$ cat config.mk
export PLATFORM = sky130hd
export DESIGN_NAME = fifo_drain_stream
export DESIGN_NICKNAME = d
export VERILOG_FILES = /design/src/rtl/fifo_drain_stream.sv
export SDC_FILE = /design/constraint.sdc
export NUM_CORES = 1
export LEC_CHECK = 0
export CORE_MARGIN = 5
export CORE_UTILIZATION = 45
export DETAILED_ROUTE_END_ITERATION = 6
export DONT_BUFFER_PORTS = 1
export PLACE_DENSITY = 0.67
export SYNTH_ARGS = -nofsm -noshare
export SYNTH_HDL_FRONTEND = slang
export SYNTH_SLANG_ARGS = --single-unit
$ cat constraint.sdc
create_clock -name clk -period 9.7 [get_ports clk]
set_clock_uncertainty 0.15 [all_clocks]
set_input_delay 0.485 -clock clk [delete_from_list [all_inputs] [get_ports clk]]
set_output_delay 0.485 -clock clk [all_outputs]
set_load 0.005 [all_outputs]
$ cat src/rtl/fifo_drain_stream.sv
// Read-side companion to fifo_sync: drains buffered Q31 samples into fixed-length
// frames on a valid/ready stream, hiding the FIFO's one-cycle read latency.
module fifo_drain_stream #(
  parameter int DATA_WIDTH  = 32,
  parameter int FIFO_DEPTH  = 16,
  parameter int BURST_LEN   = 8,
  parameter int START_LEVEL = 8
) (
  input  logic                  clk,
  input  logic                  rst,
  input  logic                  enable,
  input  logic                  flush,
  output logic                  fifo_cs,
  output logic                  fifo_rd_en,
  input  logic [DATA_WIDTH-1:0] fifo_data_out,
  input  logic                  fifo_empty,
  input  logic [FIFO_DEPTH-1:0] fifo_level,
  output logic                  m_valid,
  output logic [DATA_WIDTH-1:0] m_data,
  output logic                  m_last,
  input  logic                  m_ready,
  output logic [15:0]           frame_count,
  output logic                  busy
);

  localparam int CW = $clog2(BURST_LEN + 1);
  localparam logic [CW-1:0]         BURST     = CW'(BURST_LEN);
  localparam logic [FIFO_DEPTH-1:0] START_LVL = FIFO_DEPTH'(START_LEVEL);

  typedef enum logic [1:0] {IDLE, STREAM, DRAIN} state_t;

  state_t                state_q, state_d;
  logic [CW-1:0]         issued_q, delivered_q, target_q;
  logic [DATA_WIDTH-1:0] buf0_q, buf1_q;
  logic [1:0]            count_q;
  logic                  rd_pending_q;
  logic                  push, pop, start, early_end, frame_done;
  logic [2:0]            occ_after;

  assign m_valid = (count_q != 2'd0);
  assign m_data  = buf0_q;
  assign pop     = m_valid && m_ready;
  assign push    = rd_pending_q;
  assign m_last  = m_valid && (delivered_q == target_q - CW'(1));
  assign busy    = (state_q != IDLE);

  // Occupancy the buffer will have once everything already in flight has landed.
  assign occ_after  = {1'b0, count_q} + {2'b00, rd_pending_q} - {2'b00, pop};
  assign fifo_rd_en = (state_q == STREAM) && !fifo_empty && (issued_q < BURST) &&
                      (occ_after < 3'd2);

  assign start      = !fifo_empty && ((enable && fifo_level >= START_LVL) || flush);
  assign early_end  = flush && fifo_empty && (issued_q != '0);
  // The second term closes a short frame whose beats all left before the flush.
  assign frame_done = (state_q == DRAIN) &&
                      ((pop && delivered_q == target_q - CW'(1)) || delivered_q == target_q);

  // NOTE: every variable gets a default before the case so no latch is inferred.
  always_comb begin
    state_d = state_q;
    case (state_q)
      IDLE:    if (start) state_d = STREAM;
      STREAM:  if ((fifo_rd_en && issued_q == BURST - CW'(1)) || early_end) state_d = DRAIN;
      DRAIN:   if (frame_done) state_d = IDLE;
      default: state_d = IDLE;
    endcase
  end

  // NOTE: sequential state uses non-blocking assignments; the buffer is reset too so
  // m_data reads zero after reset rather than stale samples.
  always_ff @(posedge clk or posedge rst) begin
    if (rst) begin
      state_q      <= IDLE;
      fifo_cs      <= 1'b0;
      rd_pending_q <= 1'b0;
      count_q      <= 2'd0;
      buf0_q       <= '0;
      buf1_q       <= '0;
      issued_q     <= '0;
      delivered_q  <= '0;
      target_q     <= '0;
      frame_count  <= 16'd0;
    end else begin
      fifo_cs      <= 1'b1;
      state_q      <= state_d;
      rd_pending_q <= fifo_rd_en;

      case ({push, pop})
        2'b10: begin
          if (count_q == 2'd0) buf0_q <= fifo_data_out;
          else                 buf1_q <= fifo_data_out;
          count_q <= count_q + 2'd1;
        end
        2'b01: begin
          buf0_q  <= buf1_q;
          count_q <= count_q - 2'd1;
        end
        2'b11: begin
          if (count_q == 2'd1) begin
            buf0_q <= fifo_data_out;
          end else begin
            buf0_q <= buf1_q;
            buf1_q <= fifo_data_out;
          end
        end
        default: ;
      endcase

      if (state_q == IDLE && state_d == STREAM) begin
        issued_q    <= '0;
        delivered_q <= '0;
        target_q    <= BURST;
      end else begin
        if (fifo_rd_en) issued_q <= issued_q + CW'(1);
        if (pop)        delivered_q <= delivered_q + CW'(1);
        if (state_q == STREAM && early_end) target_q <= issued_q;
      end

      if (frame_done) frame_count <= frame_count + 16'd1;
    end
  end

endmodule
## After elaboration in Yosys (flattened, before gate mapping)

Index checks and enable logic that the tools add are counted.

| storage, ports and cells | value |
|---|---|
| output and inout port bits | 53 |
| input bits | 54 |
| logic and storage cells | 82 |
| register bits after elaboration | 98 |

| operators by class | value |
|---|---|
| equal/unequal tests | 13 |
| magnitude comparators | 3 |
| muxes and demuxes | 17 |
| reductions and logical operators | 31 |
| add/subtract/negate cells | 8 |

Operators with widths:

| kind | count |
|---|---|
| 2-to-1 mux 32 bit | 4 |
| one-hot mux 32 bit (3 select lines) | 1 |
| one-hot mux 32 bit (2 select lines) | 1 |
| 2-to-1 mux 4 bit | 6 |
| adder 16 x 1 -> 16 bit (second input constant) | 1 |
| greater-or-equal comparator 16 x 4 -> 1 bit (second input constant) | 1 |
| logical AND 1 bit | 14 |
| nonzero test 2 bit | 7 |
| adder 4 x 1 -> 4 bit (second input constant) | 2 |
| equality test 2 x 1 -> 1 bit (second input constant) | 4 |
| equality test 4 bit | 2 |
| equality test 2 bit (second input constant) | 3 |
| 2-to-1 mux 2 bit | 3 |
| inequality test 2 bit (second input constant) | 3 |
| one-hot mux 2 bit (3 select lines) | 1 |
| equality test 4 x 3 -> 1 bit (second input constant) | 1 |
| logical NOT 2 bit | 2 |
| < comparator 4 bit (second input constant) | 1 |
| one-hot mux 2 bit (2 select lines) | 1 |
| nonzero test 4 bit | 1 |
| subtractor 4 x 1 -> 4 bit (second input constant) | 1 |
| adder 2 x 1 -> 3 bit | 1 |
| logical OR 1 bit | 3 |
| < comparator 3 x 2 -> 1 bit (second input constant) | 1 |
| other kinds (7) | 7 |

## Logic depth before layout (Yosys ltp)

Gate-level depths: netlist (run 1).

| depth | value |
|---|---|
| word-level depth | 12 |
| gate-level depth with buffers | 13 |
| mapped depth without buffers | 12 |

## Worst setup path after synthesis (run 1)

OpenSTA, ideal clock, no wires.

| timing | value |
|---|---|
| path kind | register -> register |
| from | register count_q[1] |
| to | register state_q[0] |
| data arrival time | 2.844 ns |
| setup slack | 6.586 ns |
| cell stages (with the launch flop) | 13 |
| buffers on the path | 1 |
| period minus slack after synthesis | 3.114 ns |
| data required time | 9.430 ns |
| library setup time | 0.120 ns |
| cell sequence | dfrtp_1 > inv_1 > ha_1 > nor2b_1 > buf_2 > inv_2 > ha_1 > nand2b_1 > fa_1 > xor2_1 > nor4_4 > a31oi_1 > a31o_2 |

| between the ends | value |
|---|---|
| longest elaborated chain between the ends | 9 |
| elaborated cells between the ends (all ways) | 14 |
| those cells by class | 2 x add/sub; 1 x order compare; 3 x mux; 8 x reduce/logical |

Ends and longest elaborated chain:

| item | RTL line | RTL |
|---|---|---|
| start: declaration | 35 | `logic [1:0] count_q;` |
| start signal: assignment | 92 | `count_q <= count_q + 2'd1;` |
| start signal: assignment | 96 | `count_q <= count_q - 2'd1;` |
| branches (longest 2 deep; another with adder 2 x 1 -> 3 bit) | -- |  |
| subtractor 3 x 1 -> 3 bit * | 48 | `assign occ_after = {1'b0, count_q} + {2'b00, rd_pending_q} - {2'b00, pop};` |
| < comparator 3 x 2 -> 1 bit * | 50 | `(occ_after < 3'd2);` |
| logical AND 1 bit * | 49 | `assign fifo_rd_en = (state_q == STREAM) && !fifo_empty && (issued_q < BURST) &&` |
| via fifo_rd_en | 14 | `output logic fifo_rd_en,` |
| logical AND 1 bit * | 63 | `STREAM: if ((fifo_rd_en && issued_q == BURST - CW'(1)) \|\| early_end) state_d = DRAIN;` |
| logical OR 1 bit * | 63 |  |
| 2-to-1 mux 2 bit * | 63 |  |
| one-hot mux 2 bit (3 select lines) * | 61 | `case (state_q)` |
| via state_d[0] | 32 | `state_t state_q, state_d;` |
| end signal: assignment | 85 | `state_q <= state_d;` |
| end: declaration | 32 |  |

Mark *: on every way through the listed nets, which the timed path passes.
A chain may end at the register's enable or synchronous reset.

## Final worst setup path (run 1)

| timing | value |
|---|---|
| from | register count_q[1] |
| to | output fifo_rd_en |

| between the ends | value |
|---|---|
| longest elaborated chain between the ends | 5 |
| elaborated cells between the ends (all ways) | 6 |
| those cells by class | 2 x add/sub; 1 x order compare; 3 x reduce/logical |

Ends and longest elaborated chain:

| item | RTL line |
|---|---|
| branches (longest 2 deep; another with adder 2 x 1 -> 3 bit) | -- |
| subtractor 3 x 1 -> 3 bit * | 48 |
| < comparator 3 x 2 -> 1 bit * | 50 |
| logical AND 1 bit * | 49 |
| end: declaration | 14 |

Mark *: on every way between the ends.

==> impl_table.tex, run 1 <==
\begin{tabular}{lr}
\hline
Metric & Value \\
\hline
\multicolumn{2}{l}{\textbf{Outcome}} \\
\quad Status & completed \\
\multicolumn{2}{l}{\textbf{Synth}} \\
\quad Leading cell types by count after synthesis & 98 x sky130\_fd\_sc\_hd\_\_dfrtp\_1, 44 x sky130\_fd\_sc\_hd\_\_nand2\_1, 36 x sky130\_fd\_sc\_hd\_\_mux2i\_1 \\
\quad Syn\_nets & 449 \\
\quad Post-synthesis adder-cell area fraction & 0.02650 \\
\quad Share of the synthesized area in compound gates (AO/OA/AOI/OAI) & 0.08448 \\
\quad Seq cells post-synth & 98 \\
\quad Most frequent cell after synthesis & sky130\_fd\_sc\_hd\_\_dfrtp\_1 \\
\quad Share of synthesized flip-flops with an asynchronous set or reset & 1.000 \\
\quad Largest area contributor in the netlist & sky130\_fd\_sc\_hd\_\_dfrtp\_1 \\
\quad Mean post-synth cell area & 11.74 sq um \\
\quad Multiplexer share of the synthesized area & 0.1615 \\
\quad Warnings, synthesis & 0 \\
\quad Leading register cell type out of synthesis & sky130\_fd\_sc\_hd\_\_dfrtp\_1 \\
\quad Synthesized-area fraction occupied by and/or/nand/nor cells & 0.09332 \\
\quad Post-synth design cell area & 4532 sq um \\
\quad Number of different library cells in the post-synthesis netlist & 43 \\
\quad Share of the yosys chip area belonging to registers & 0.5411 \\
\quad Ranking of synthesized cells by area & sky130\_fd\_sc\_hd\_\_dfrtp\_1 54\%, sky130\_fd\_sc\_hd\_\_mux2i\_1 8.0\%, sky130\_fd\_sc\_hd\_\_mux2\_2 5.7\% \\
\quad Share of the synthesized netlist area taken by xor and xnor gates & 0.05964 \\
\quad Share of the synthesized area in the top cell type & 0.5411 \\
\quad Number of cells produced by synthesis & 386 \\
\quad Number of enable flip-flop cells after synthesis & 0 \\
\quad Largest family of logic cells by synthesized area & multiplexers \\
\multicolumn{2}{l}{\textbf{Routing}} \\
\quad Router iterations before antenna repair & 4 \\
\quad Via density per instance & about 5.3 \\
\quad First DRT Iteration DRCs & 73 \\
\quad Wirelength, routed & just under 9000 um \\
\quad Via total after detailed routing & 2760 \\
\quad Detailed-route DRC error count & 0 \\
\quad Average routed wire per standard cell & 17.01 um \\
\quad Remaining antenna violation count after routing & 0 \\
\multicolumn{2}{l}{\textbf{Clock tree}} \\
\quad Number of sinks driven by the clock tree & 98 \\
\quad Maximum level of the CTS H-tree & 3 \\
\quad Number of buffers added by the clock tree synthesis step & 9 \\
\quad Root buf cell & sky130\_fd\_sc\_hd\_\_clkbuf\_8 \\
\quad Clock input transition at the sequential cells of the worst setup and hold paths & 0.09 ns \\
\quad Clock latency at the later pin of the worst-skew pair & 0.36 ns \\
\quad CTS max path bufs & 2 \\
\quad CTS tree & done \\
\quad Number of setup buffers added after CTS & 0 \\
\multicolumn{2}{l}{\textbf{STA}} \\
\quad Slew margin rel. & 0.2774 \\
\quad Transition at the pin with the smallest max-transition slack & 1.080 ns \\
\quad Final min period & 4.104 ns \\
\quad Number of setup violations in the final report & 0 \\
\quad Worst setup margin & 5.596 ns \\
\quad Slew Limit Fails & 0 \\
\quad Number of hold violations in the final report & 0 \\
\quad Max Fclk & 0.2437 GHz \\
\quad Setup tns final & 0 ns \\
\quad Share of the clock period used by the worst path & 0.4231 \\
\quad Setup repair after global routing missed its margin & no \\
\multicolumn{2}{l}{\textbf{Floorplanning}} \\
\quad Die Height & 110.4 um \\
\quad Die Outline Area & approximately 12000 sq um \\
\quad Core Area & 9819 sq um \\
\quad Core Rows & 36 \\
\quad Number of top-level pins & 107 \\
\quad Effective utilization at floorplan & 0.4615 \\
\quad Horiz. Die Dim & 110.4 um \\
\multicolumn{2}{l}{\textbf{Pwr}} \\
\quad Cell area power density & between 200 and 300 nW/um\^{}2 \\
\quad Combinational power share & 0.340 \\
\quad Switching pwr & 0.5134 mW \\
\quad Relative contribution of sequential cells to total power & 0.485 \\
\quad Leakage component of the power & roughly 2.2 nW \\
\quad Switching power as a share of total power & 0.3663 \\
\quad Part of the power in the clock network & 0.174 \\
\quad Internal power contribution & 0.8882 mW \\
\quad Design Power & 1.402 mW \\
\quad Maximum ir drop on the vdd rail & about 150 uV \\
\multicolumn{2}{l}{\textbf{Cells and area}} \\
\quad Final standard cell count with taps included and fillers excluded & 521 \\
\quad Proportion of layout cells with a drive suffix above 1 & 0.1546 \\
\quad Synthesis-to-layout area growth & 6.654\% \\
\quad Net total in the final layout & 446 \\
\quad Post-Route Utilization & 0.4922 \\
\quad Diodes inserted & 0 \\
\multicolumn{2}{l}{\textbf{Global route}} \\
\quad Wire length of the first global-routing pass & 14370 um \\
\quad Via count of the first global-routing pass & 2870 \\
\quad Antenna violations before repair & 0 \\
\quad Total gr overflow & 0 \\
\quad Pin count of the biggest net entering global routing & 65 \\
\quad GRT Overall Usage & 0.1531 \\
\multicolumn{2}{l}{\textbf{Placement}} \\
\quad Inst Count DP & 504 \\
\quad Placement-stage worst setup slack & 5.830 ns \\
\quad Routability congestion estimate & 0.8086 \\
\quad DP HPWL & 6188 um \\
\quad Count of input and output buffers & 0 \\
\multicolumn{2}{l}{\textbf{Setup path}} \\
\quad Endpoint required time on the critical path & 9.07 ns \\
\quad Crit path kind & reg2out \\
\quad Largest fanout on the critical path & 8 \\
\quad Worst Setup End Kind & output pin \\
\quad Critical path data arrival time & 3.47 ns \\
\quad Nature of the critical path startpoint & flop \\
\multicolumn{2}{l}{\textbf{Run}} \\
\quad Max-Cap Viols & 0 \\
\multicolumn{2}{l}{\textbf{Worst hold path}} \\
\quad Worst Hold Class & in2reg \\
\hline
\end{tabular}
metrics by stage:
step / area (sq um) / hold WS [ns]
2_1_floorplan: 4532 / 0.3074
3_3_place_gp: 4646 / 0.2476
3_5_place_dp: 4646 / 0.2477
4_1_cts: 4833 / 0.04145
5_1_grt: 4833 / 0.05096
6_report: 4833 / 0.06827
logic make-up (layout without fill, tap and decap cells):
group	count (synthesis)	after routing
other	1	1
DFF	98	98
buffers and inverters	31	33
muxes	69	69
AOI/OAI and AO/OA	57	57
and+or+nand+nor	91	91
adders and majority gates	9	9
xor gates and xnor gates	30	30
placed cells by master (no fill, tap or decap), drive strengths merged, types with 7 or more instances in the layout:
cell	n
clkbuf	9
dfrtp	98
ha	8
inv	15
mux2	33
mux2i	36
nand2	44
nor2	21
o211ai	7
o21ai	35
xnor2	23
xor2	7
sequential cells by signal, indices dropped and copies added (netlist names):
register,count
buf1_q,32
m_data,32
target_q,4
count_q,2
push,1
fifo_cs,1
frame_count,16
state_q,2
issued_q,4
delivered_q,4
worst max-delay path: stages (launching register included):
cell	delay, ns
sky130_fd_sc_hd__dfrtp_1	0.43
sky130_fd_sc_hd__inv_1	0.09
sky130_fd_sc_hd__ha_1	0.29
sky130_fd_sc_hd__nor2b_1	0.62
sky130_fd_sc_hd__inv_2	0.10
sky130_fd_sc_hd__ha_1	0.36
sky130_fd_sc_hd__nand2b_1	0.18
sky130_fd_sc_hd__fa_1	0.38
sky130_fd_sc_hd__xor2_1	0.19
sky130_fd_sc_hd__nor4_4	0.47
layout make-up:
| class | count | area (sq um) |
|---|---|---|
| inverter | 13 | 51.30 |
| clock inverter | 7 | 53.80 |
| multi-input combinational | 257 | 1953 |
| timing repair buffer | 4 | 32.53 |
| sequential | 98 | 2452 |
| fill | 918 | 4986 |
| tap | 133 | 166.4 |
| clock buffer | 9 | 123.9 |
repair_timing:
| item | 4_1_cts | 5_1_grt |
|---|---|---|
| gates resized for setup | 0 | 0 |
| hold buffers | 1 | 0 |
| endpoints found under the hold margin | 34 | 0 |
power by group through the flow:
stage	clock network [mW]	registers (mW)	logic, mW
finish	0.244	0.680	0.477
global route	0.270	0.704	0.540
CTS	0.254	0.685	0.489
detailed placement	0	0.694	0.488
global placement	0	0.683	0.466
floorplan	0	0.655	0.406
worst paths after layout:
check                                start        endpoint  slack (ns)  cells after the start
worst max register to register  count_q[1]      state_q[0]        5.87                     11
max in group asynchronous              rst      buf1_q[31]        7.80                      3
worst min-delay path            fifo_empty            push        0.07                      1
min in group asynchronous              rst  frame_count[0]        0.45                      2
worst min register to register  buf1_q[13]      buf1_q[13]        0.34                      1
worst max-delay path            count_q[1]      fifo_rd_en        5.60                      9
routing by layer:
layer / share of wire / routed length (um) / up-vias / GRT usage
li1: - / - / 1319 / -
met1: 0.42 / 3756 / 1378 / 0.1917
met2: 0.50 / 4428 / 51 / 0.2474
met3: 0.056 / 500 / 12 / 0.03669
met4: 0.020 / 176 / 0 / 0.07740
met5: 0 / 0 / - / 0
Note: power is estimated with default switching activity, not from simulation.
==> inputs of run 2 (changes only) <==
Clock period 9.7 ns to 3.8 ns, I/O delays scaled along.
==> run 2 against run 1 <==
Non-clock buffer count up 36. Highest routed layer unchanged. Register-to-register slack worse by 5.4 ns. Routed wire length up 1.5%.
==> impl_table.tex, run 2 (same netlist as run 1, synthesis figures left out) <==
\begin{tabular}{lr}
\hline
Metric & Value \\
\hline
\multicolumn{2}{l}{\textbf{Setup path}} \\
\quad Endpoint required time on the critical path & 3.89 ns (-5.18 ns) \\
\quad Crit path kind & reg2reg \\
\quad Largest fanout on the critical path & 7 (-1) \\
\quad Nature of the critical path startpoint & flop \\
\quad Worst Setup End Kind & flop \\
\quad Critical path data arrival time & 3.43 ns (-0.04 ns) \\
\multicolumn{2}{l}{\textbf{Routing}} \\
\quad Router iterations before antenna repair & 4 (unchanged) \\
\quad Average routed wire per standard cell & 16.15 um (-5.0\%) \\
\quad Via total after detailed routing & 2888 (+4.6\%) \\
\quad Detailed-route DRC error count & 0 (unchanged) \\
\quad Wirelength, routed & 8998 um (+1.5\%) \\
\quad First DRT Iteration DRCs & 163 (+120\%) \\
\quad Remaining antenna violation count after routing & 0 (unchanged) \\
\quad Via density per instance & 5.185 (-2.1\%) \\
\multicolumn{2}{l}{\textbf{Worst hold path}} \\
\quad Worst Hold Class & in2reg \\
\multicolumn{2}{l}{\textbf{Cells and area}} \\
\quad Synthesis-to-layout area growth & 15.57\% \\
\quad Number of fillers in the final layout & 887 (-3.4\%) \\
\quad Top library cells by usage in the layout, fill and taps aside & 98 x sky130\_fd\_sc\_hd\_\_dfrtp\_1, 43 x sky130\_fd\_sc\_hd\_\_nand2\_1, 36 x sky130\_fd\_sc\_hd\_\_mux2i\_1 \\
\quad Diodes inserted & 0 (unchanged) \\
\quad Final cell area excluding filler cells & 5238 sq um (+8.4\%) \\
\quad Most frequent standard cell in the layout excluding fill and tap cells & sky130\_fd\_sc\_hd\_\_dfrtp\_1 \\
\quad Proportion of layout cells with a drive suffix above 1 & 0.1486 (-0.006054) \\
\quad Net total in the final layout & 482 (+8.1\%) \\
\multicolumn{2}{l}{\textbf{Run}} \\
\quad Max-Cap Viols & 0 (unchanged) \\
\multicolumn{2}{l}{\textbf{STA}} \\
\quad Max Fclk & around 0.3 GHz \\
\quad Transition at the pin with the smallest max-transition slack & 0.8428 ns (-0.2373 ns) \\
\quad Share of the clock period used by the worst path & 0.8802 \\
\quad Slew margin rel. & 0.4381 (+0.1608) \\
\quad Final min period & between 3 and 4 ns \\
\quad Number of hold violations in the final report & 0 (unchanged) \\
\quad Setup repair after global routing missed its margin & no \\
\quad Slew Limit Fails & 0 (unchanged) \\
\quad Number of setup violations in the final report & 0 (unchanged) \\
\quad Setup tns final & 0 ns (unchanged) \\
\multicolumn{2}{l}{\textbf{Floorplanning}} \\
\quad Die Height & 110.4 um (unchanged) \\
\quad Number of top-level pins & 107 (unchanged) \\
\quad Core Rows & 36 (unchanged) \\
\quad Horiz. Die Dim & 110.4 um (unchanged) \\
\quad Core Area & 9819 sq um (unchanged) \\
\quad Effective utilization at floorplan & 0.4615 (unchanged) \\
\quad Die Outline Area & 12180 sq um (unchanged) \\
\multicolumn{2}{l}{\textbf{Clock tree}} \\
\quad Clock input transition at the sequential cells of the worst setup and hold paths & 0.09 ns (about the same) \\
\quad Root buf cell & sky130\_fd\_sc\_hd\_\_clkbuf\_8 \\
\quad Number of setup buffers added after CTS & 0 (unchanged) \\
\quad Maximum level of the CTS H-tree & 3 (unchanged) \\
\quad CTS max path bufs & 2 (unchanged) \\
\quad Number of sinks driven by the clock tree & 98 (unchanged) \\
\quad Count of hold-fix buffers inserted at cts & 34 (+33) \\
\quad Number of buffers added by the clock tree synthesis step & 9 (unchanged) \\
\quad Resized Gates After CTS & 0 (unchanged) \\
\quad CTS tree & done \\
\quad Clock latency at the later pin of the worst-skew pair & 0.35 ns (about the same) \\
\multicolumn{2}{l}{\textbf{Pwr}} \\
\quad Leakage component of the power & 2.411 nW (+7.8\%) \\
\quad Maximum ir drop on the vdd rail & 410.3 uV (+170\%) \\
\quad Internal power contribution & 2.397 mW (+170\%) \\
\quad Switching power as a share of total power & 0.3536 (-0.01269) \\
\quad Cell area power density & 708.0 nW/um\^{}2 (+140\%) \\
\quad Part of the power in the clock network & 0.185 (+0.011) \\
\quad Relative contribution of sequential cells to total power & 0.467 (-0.018) \\
\quad Switching pwr & 1.311 mW (+160\%) \\
\quad Combinational power share & 0.348 (+0.008) \\
\multicolumn{2}{l}{\textbf{Global route}} \\
\quad Total gr overflow & 0 (unchanged) \\
\quad Pin count of the biggest net entering global routing & 70 (+7.7\%) \\
\quad Via count of the first global-routing pass & 2983 (+3.9\%) \\
\quad Antenna violations before repair & 0 (unchanged) \\
\quad GRT Overall Usage & 0.1553 (+0.002152) \\
\quad Wire length of the first global-routing pass & 14730 um (+2.5\%) \\
\multicolumn{2}{l}{\textbf{Outcome}} \\
\quad Status & completed \\
\multicolumn{2}{l}{\textbf{Placement}} \\
\quad Post-DP Area & 4693 sq um (+1.0\%) \\
\quad DP HPWL & 6202 um (+0.23\%) \\
\quad Count of input and output buffers & 0 (unchanged) \\
\quad Routability congestion estimate & 0.7758 (-4.1\%) \\
\hline
\end{tabular}
## run 2: cell types whose count changed in the layout (fill, tap and decap cells not counted), sizes merged
cell / before / now
dlygate4sd3: 1 / 34
buf: 3 / 6
inv: 15 / 13
bufinv: 0 / 1
clkbuf: 9 / 10
## run 2: layout make-up
class / instances / area [sq um] / area share
sequential: 98 / 2452 / 0.4682
multi-input combinational: 257 / 1953 / 0.3729
timing repair buffer: 40 / 410.4 / 0.07836
tap: 133 / 166.4 / 0.03177
clock buffer: 10 / 137.6 / 0.02628
clock inverter: 6 / 66.31 / 0.01266
inverter: 13 / 51.30 / 0.009795
## run 2: power by group through the flow
stage                     Combinational [mW]  Clock, mW  Sequential, mW
after floorplan                         1.04          0            1.67
after global placement                  1.23          0            1.74
after detailed placement                1.28          0            1.76
after CTS                               1.31      0.710            1.74
after global routing                    1.45      0.752            1.79
final                                   1.29      0.685            1.73
## run 2: metrics by stage
step                        util  instances  power (mW)  hold slack [ns]  setup WS (ns)
after global routing      0.5334        557       3.998         0.008536         0.1877
after global placement    0.4780        507       2.970           0.1370         0.5193
final                     0.5334        557       3.708          0.03005         0.4552
after CTS                 0.5334        557       3.763         0.005093         0.4151
after floorplan                -        386       2.707           0.1375         0.6860
after detailed placement  0.4780        507       3.040           0.1524         0.4325
## run 2: worst paths after layout
| kind | endpoint | depth (start not counted) | start | slack, ns |
|---|---|---|---|---|
| setup / recovery | state_q[0] | 11 | count_q[1] | 0.46 |
| hold / removal | issued_q[3] | 3 | fifo_empty | 0.03 |
| setup reg to reg | state_q[0] | 11 | count_q[1] | 0.46 |
| hold reg to reg | buf1_q[13] | 1 | buf1_q[13] | 0.34 |
| max in group asynchronous | frame_count[2] | 3 | rst | 2.28 |
| min in group asynchronous | frame_count[10] | 2 | rst | 0.33 |
## run 2: routing by layer
| layer | global-route usage | part of all wire |
|---|---|---|
| met5 | 0 | 0 |
| met4 | 0.06069 | 0.013 |
| met3 | 0.03494 | 0.046 |
| met2 | 0.2578 | 0.50 |
| met1 | 0.1977 | 0.44 |
## run 2: worst max-delay path, cell delays in order, from the launching register on
cell and delay, ns:
sky130_fd_sc_hd__dfrtp_1 0.44, sky130_fd_sc_hd__inv_1 0.09, sky130_fd_sc_hd__ha_1 0.29, sky130_fd_sc_hd__nor2b_1 0.21, sky130_fd_sc_hd__inv_2 0.06, sky130_fd_sc_hd__ha_1 0.34
sky130_fd_sc_hd__nand2b_1 0.18, sky130_fd_sc_hd__fa_1 0.38, sky130_fd_sc_hd__xor2_1 0.19, sky130_fd_sc_hd__nor4_4 0.46, sky130_fd_sc_hd__a31oi_1 0.19, sky130_fd_sc_hd__a31o_2 0.27
==> inputs of run 3 (changes only) <==
Clock period 3.8 ns to 3.1 ns, I/O delays scaled along.
==> run 3 against run 2 <==
Via count up 1.6%. Power up 25%. Sequential share of layout area down 0.71 points. Critical path type is now reg2out. Cell count up 1.4%. Highest routed layer unchanged. Final area up 1.5%. First-iteration DRC count down 26%. Non-clock buffer count up 8.
==> impl_table.tex, run 3 (same netlist as run 1, synthesis figures left out) <==
\begin{tabular}{lr}
\hline
Metric & Value \\
\hline
\multicolumn{2}{l}{\textbf{Pwr}} \\
\quad Leakage component of the power & 2.458 nW (+1.9\%) \\
\quad Internal power contribution & 2.996 mW (+25\%) \\
\quad Combinational power share & 0.360 (+0.012) \\
\quad Maximum ir drop on the vdd rail & 451.0 uV (+9.9\%) \\
\quad Part of the power in the clock network & 0.183 (-0.002) \\
\quad Switching power as a share of total power & 0.3515 (-0.002089) \\
\quad Switching pwr & 1.624 mW (+24\%) \\
\quad Cell area power density & 868.9 nW/um\^{}2 (+23\%) \\
\quad Relative contribution of sequential cells to total power & 0.457 (-0.010) \\
\multicolumn{2}{l}{\textbf{Setup path}} \\
\quad Largest fanout on the critical path & 6 (-1) \\
\quad Nature of the critical path startpoint & flop \\
\quad Cell type of the slowest stage on the worst timing path & sky130\_fd\_sc\_hd\_\_fa\_1 \\
\quad Crit path kind & reg2out \\
\quad Critical path data arrival time & 2.64 ns (-0.79 ns) \\
\quad Series of cell instances along the critical path & inv\_1, ha\_2, nor2b\_4, inv\_2, ha\_4, nand2b\_4, fa\_1, nand2b\_1, nor4\_4, buf\_4 \\
\quad Endpoint required time on the critical path & 2.79 ns (-1.10 ns) \\
\quad Worst Setup End Kind & output pin \\
\quad WP buf/inv & 3 (+1) \\
\quad Largest stage delay, worst path & 0.49 ns (+0.03 ns) \\
\quad Category of cells accounting for the largest share of critical-path delay & adder cells \\
\multicolumn{2}{l}{\textbf{Cells and area}} \\
\quad Synthesis-to-layout area growth & 17.34\% \\
\quad Post-Route Utilization & 0.5415 (+0.008155) \\
\quad Top library cells by usage in the layout, fill and taps aside & 98 x sky130\_fd\_sc\_hd\_\_dfrtp\_1, 43 x sky130\_fd\_sc\_hd\_\_nand2\_1, 36 x sky130\_fd\_sc\_hd\_\_mux2i\_1, 36 x sky130\_fd\_sc\_hd\_\_dlygate4sd3\_1, 31 x sky130\_fd\_sc\_hd\_\_o21ai\_1 \\
\quad Most frequent standard cell in the layout excluding fill and tap cells & sky130\_fd\_sc\_hd\_\_dfrtp\_1 \\
\quad Net total in the final layout & 490 (+1.7\%) \\
\quad Diodes inserted & 0 (unchanged) \\
\quad Proportion of layout cells with a drive suffix above 1 & 0.1690 (+0.02040) \\
\multicolumn{2}{l}{\textbf{STA}} \\
\quad Number of setup violations in the final report & 0 (unchanged) \\
\quad Worst setup margin & 0.1548 ns (-0.3004 ns) \\
\quad Max Fclk & $\sim$0.34 GHz \\
\quad Share of the clock period used by the worst path & 0.9501 \\
\quad Final min period & 2.945 ns \\
\quad Slew margin rel. & 0.2751 (-0.1631) \\
\quad Setup tns final & 0 ns (unchanged) \\
\quad Slew Limit Fails & 0 (unchanged) \\
\quad Transition at the pin with the smallest max-transition slack & 1.087 ns (+0.2446 ns) \\
\quad Setup repair after global routing missed its margin & no \\
\quad Number of hold violations in the final report & 0 (unchanged) \\
\multicolumn{2}{l}{\textbf{Floorplanning}} \\
\quad Effective utilization at floorplan & 0.4615 (unchanged) \\
\quad Horiz. Die Dim & 110.4 um (unchanged) \\
\quad Die Height & 110.4 um (unchanged) \\
\quad Number of top-level pins & 107 (unchanged) \\
\quad Core Area & 9819 sq um (unchanged) \\
\quad Die Outline Area & 12180 sq um (unchanged) \\
\quad Core Rows & 36 (unchanged) \\
\multicolumn{2}{l}{\textbf{Run}} \\
\quad Max-Cap Viols & 0 (unchanged) \\
\multicolumn{2}{l}{\textbf{Routing}} \\
\quad Amount of wire on met2 after detailed routing & 4583 um (+1.6\%) \\
\quad Met1 wire length & 3910 um (-1.1\%) \\
\quad Highest layer used for signal routing & met4 \\
\quad Router iterations before antenna repair & 4 (unchanged) \\
\quad Wire length on met3 & 419 um (+2.2\%) \\
\quad Via total after detailed routing & 2933 (+1.6\%) \\
\quad Via density per instance & 5.191 (+0.12\%) \\
\quad Detailed-route DRC error count & 0 (unchanged) \\
\quad First DRT Iteration DRCs & 120 (-26\%) \\
\quad Remaining antenna violation count after routing & 0 (unchanged) \\
\quad Average routed wire per standard cell & 16.02 um (-0.86\%) \\
\quad Wirelength, routed & 9049 um (+0.57\%) \\
\multicolumn{2}{l}{\textbf{Clock tree}} \\
\quad Maximum level of the CTS H-tree & 3 (unchanged) \\
\quad Clock latency at the later pin of the worst-skew pair & 0.36 ns (about the same) \\
\quad Number of buffers added by the clock tree synthesis step & 9 (unchanged) \\
\quad Clock input transition at the sequential cells of the worst setup and hold paths & 0.09 ns (about the same) \\
\quad Root buf cell & sky130\_fd\_sc\_hd\_\_clkbuf\_8 \\
\quad CTS max path bufs & 2 (unchanged) \\
\quad Number of sinks driven by the clock tree & 98 (unchanged) \\
\quad CTS tree & done \\
\multicolumn{2}{l}{\textbf{Global route}} \\
\quad Total gr overflow & 0 (unchanged) \\
\quad Antenna violations before repair & 0 (unchanged) \\
\quad Wire length of the first global-routing pass & 14630 um (-0.66\%) \\
\quad Via count of the first global-routing pass & 3001 (+0.60\%) \\
\quad GRT Overall Usage & 0.1558 (+0.0005333) \\
\quad Pin count of the biggest net entering global routing & 89 (+27\%) \\
\multicolumn{2}{l}{\textbf{Outcome}} \\
\quad Status & completed \\
\multicolumn{2}{l}{\textbf{Placement}} \\
\quad DP HPWL & 6107 um (-1.5\%) \\
\quad Count of input and output buffers & 0 (unchanged) \\
\quad Routability congestion estimate & 0.7885 (+1.6\%) \\
\quad Placement-stage worst setup slack & 0.1167 ns (-0.3158 ns) \\
\multicolumn{2}{l}{\textbf{Worst hold path}} \\
\quad Worst Hold Class & in2reg \\
\hline
\end{tabular}
run 3: what timing repair did:
action / CTS / global route
endpoints found under the hold margin: 164 / 1
hold buffers: 35 / 1
setup buffers: 2 / 1
pin swaps: 0 / 1
gates resized for setup: 0 / 3
endpoints found under the setup margin: 1 / 1
run 3: worst paths after layout:
path	startpoint	to	slack (ns)	depth (start not counted)
min	flush	issued_q[1]	0.11	4
min in group asynchronous	rst	frame_count[9]	0.36	2
max	count_q[1]	fifo_rd_en	0.15	10
max in group asynchronous	rst	buf1_q[27]	1.62	3
min reg2reg	buf1_q[14]	buf1_q[14]	0.34	1
max reg2reg	count_q[1]	state_q[0]	0.27	12
run 3: power groups by stage:
stage | clock [mW] | combinational [mW] | sequential, mW
after floorplan | 0 | 1.29 | 2.05
after global placement | 0 | 1.51 | 2.14
after detailed placement | 0 | 1.57 | 2.17
after CTS | 0.875 | 1.66 | 2.13
after global routing | 0.924 | 1.88 | 2.18
final | 0.846 | 1.66 | 2.11
run 3: stage by stage:
step	total power, mW	std cells	hold slack (ns)	area (sq um)
floorplan	3.338	386	0.1012	4549
global placement	3.649	510	0.1428	4718
detailed placement	3.739	510	0.1442	4718
CTS	4.656	563	0.03195	5285
global route	4.983	565	0.1339	5318
finish	4.620	565	0.1133	5318
run 3: cell type report:
class | instances | area, sq um
multi-input combinational | 257 | 1983
fill | 907 | 4502
sequential | 98 | 2452
clock buffer | 10 | 137.6
clock inverter | 6 | 63.81
inverter | 13 | 51.30
timing repair buffer | 48 | 462.9
tap | 133 | 166.4
run 3: worst register-to-register path, cell delays in order (launching register included):
cell,delay [ns]
sky130_fd_sc_hd__dfrtp_1,0.37
sky130_fd_sc_hd__inv_1,0.07
sky130_fd_sc_hd__ha_2,0.19
sky130_fd_sc_hd__nor2b_4,0.12
sky130_fd_sc_hd__inv_2,0.06
sky130_fd_sc_hd__ha_4,0.23
sky130_fd_sc_hd__nand2b_4,0.14
sky130_fd_sc_hd__fa_1,0.49
sky130_fd_sc_hd__nand2b_1,0.09
sky130_fd_sc_hd__nor4_4,0.31
sky130_fd_sc_hd__buf_4,0.15
sky130_fd_sc_hd__a31oi_1,0.09
sky130_fd_sc_hd__a31o_2,0.25
run 3: routing by layer:
| layer | up-vias | GRT usage |
|---|---|---|
| met5 | - | 0 |
| met4 | 0 | 0.06420 |
| met3 | 12 | 0.03902 |
| met2 | 59 | 0.2591 |
| met1 | 1459 | 0.1938 |
| li1 | 1403 | - |
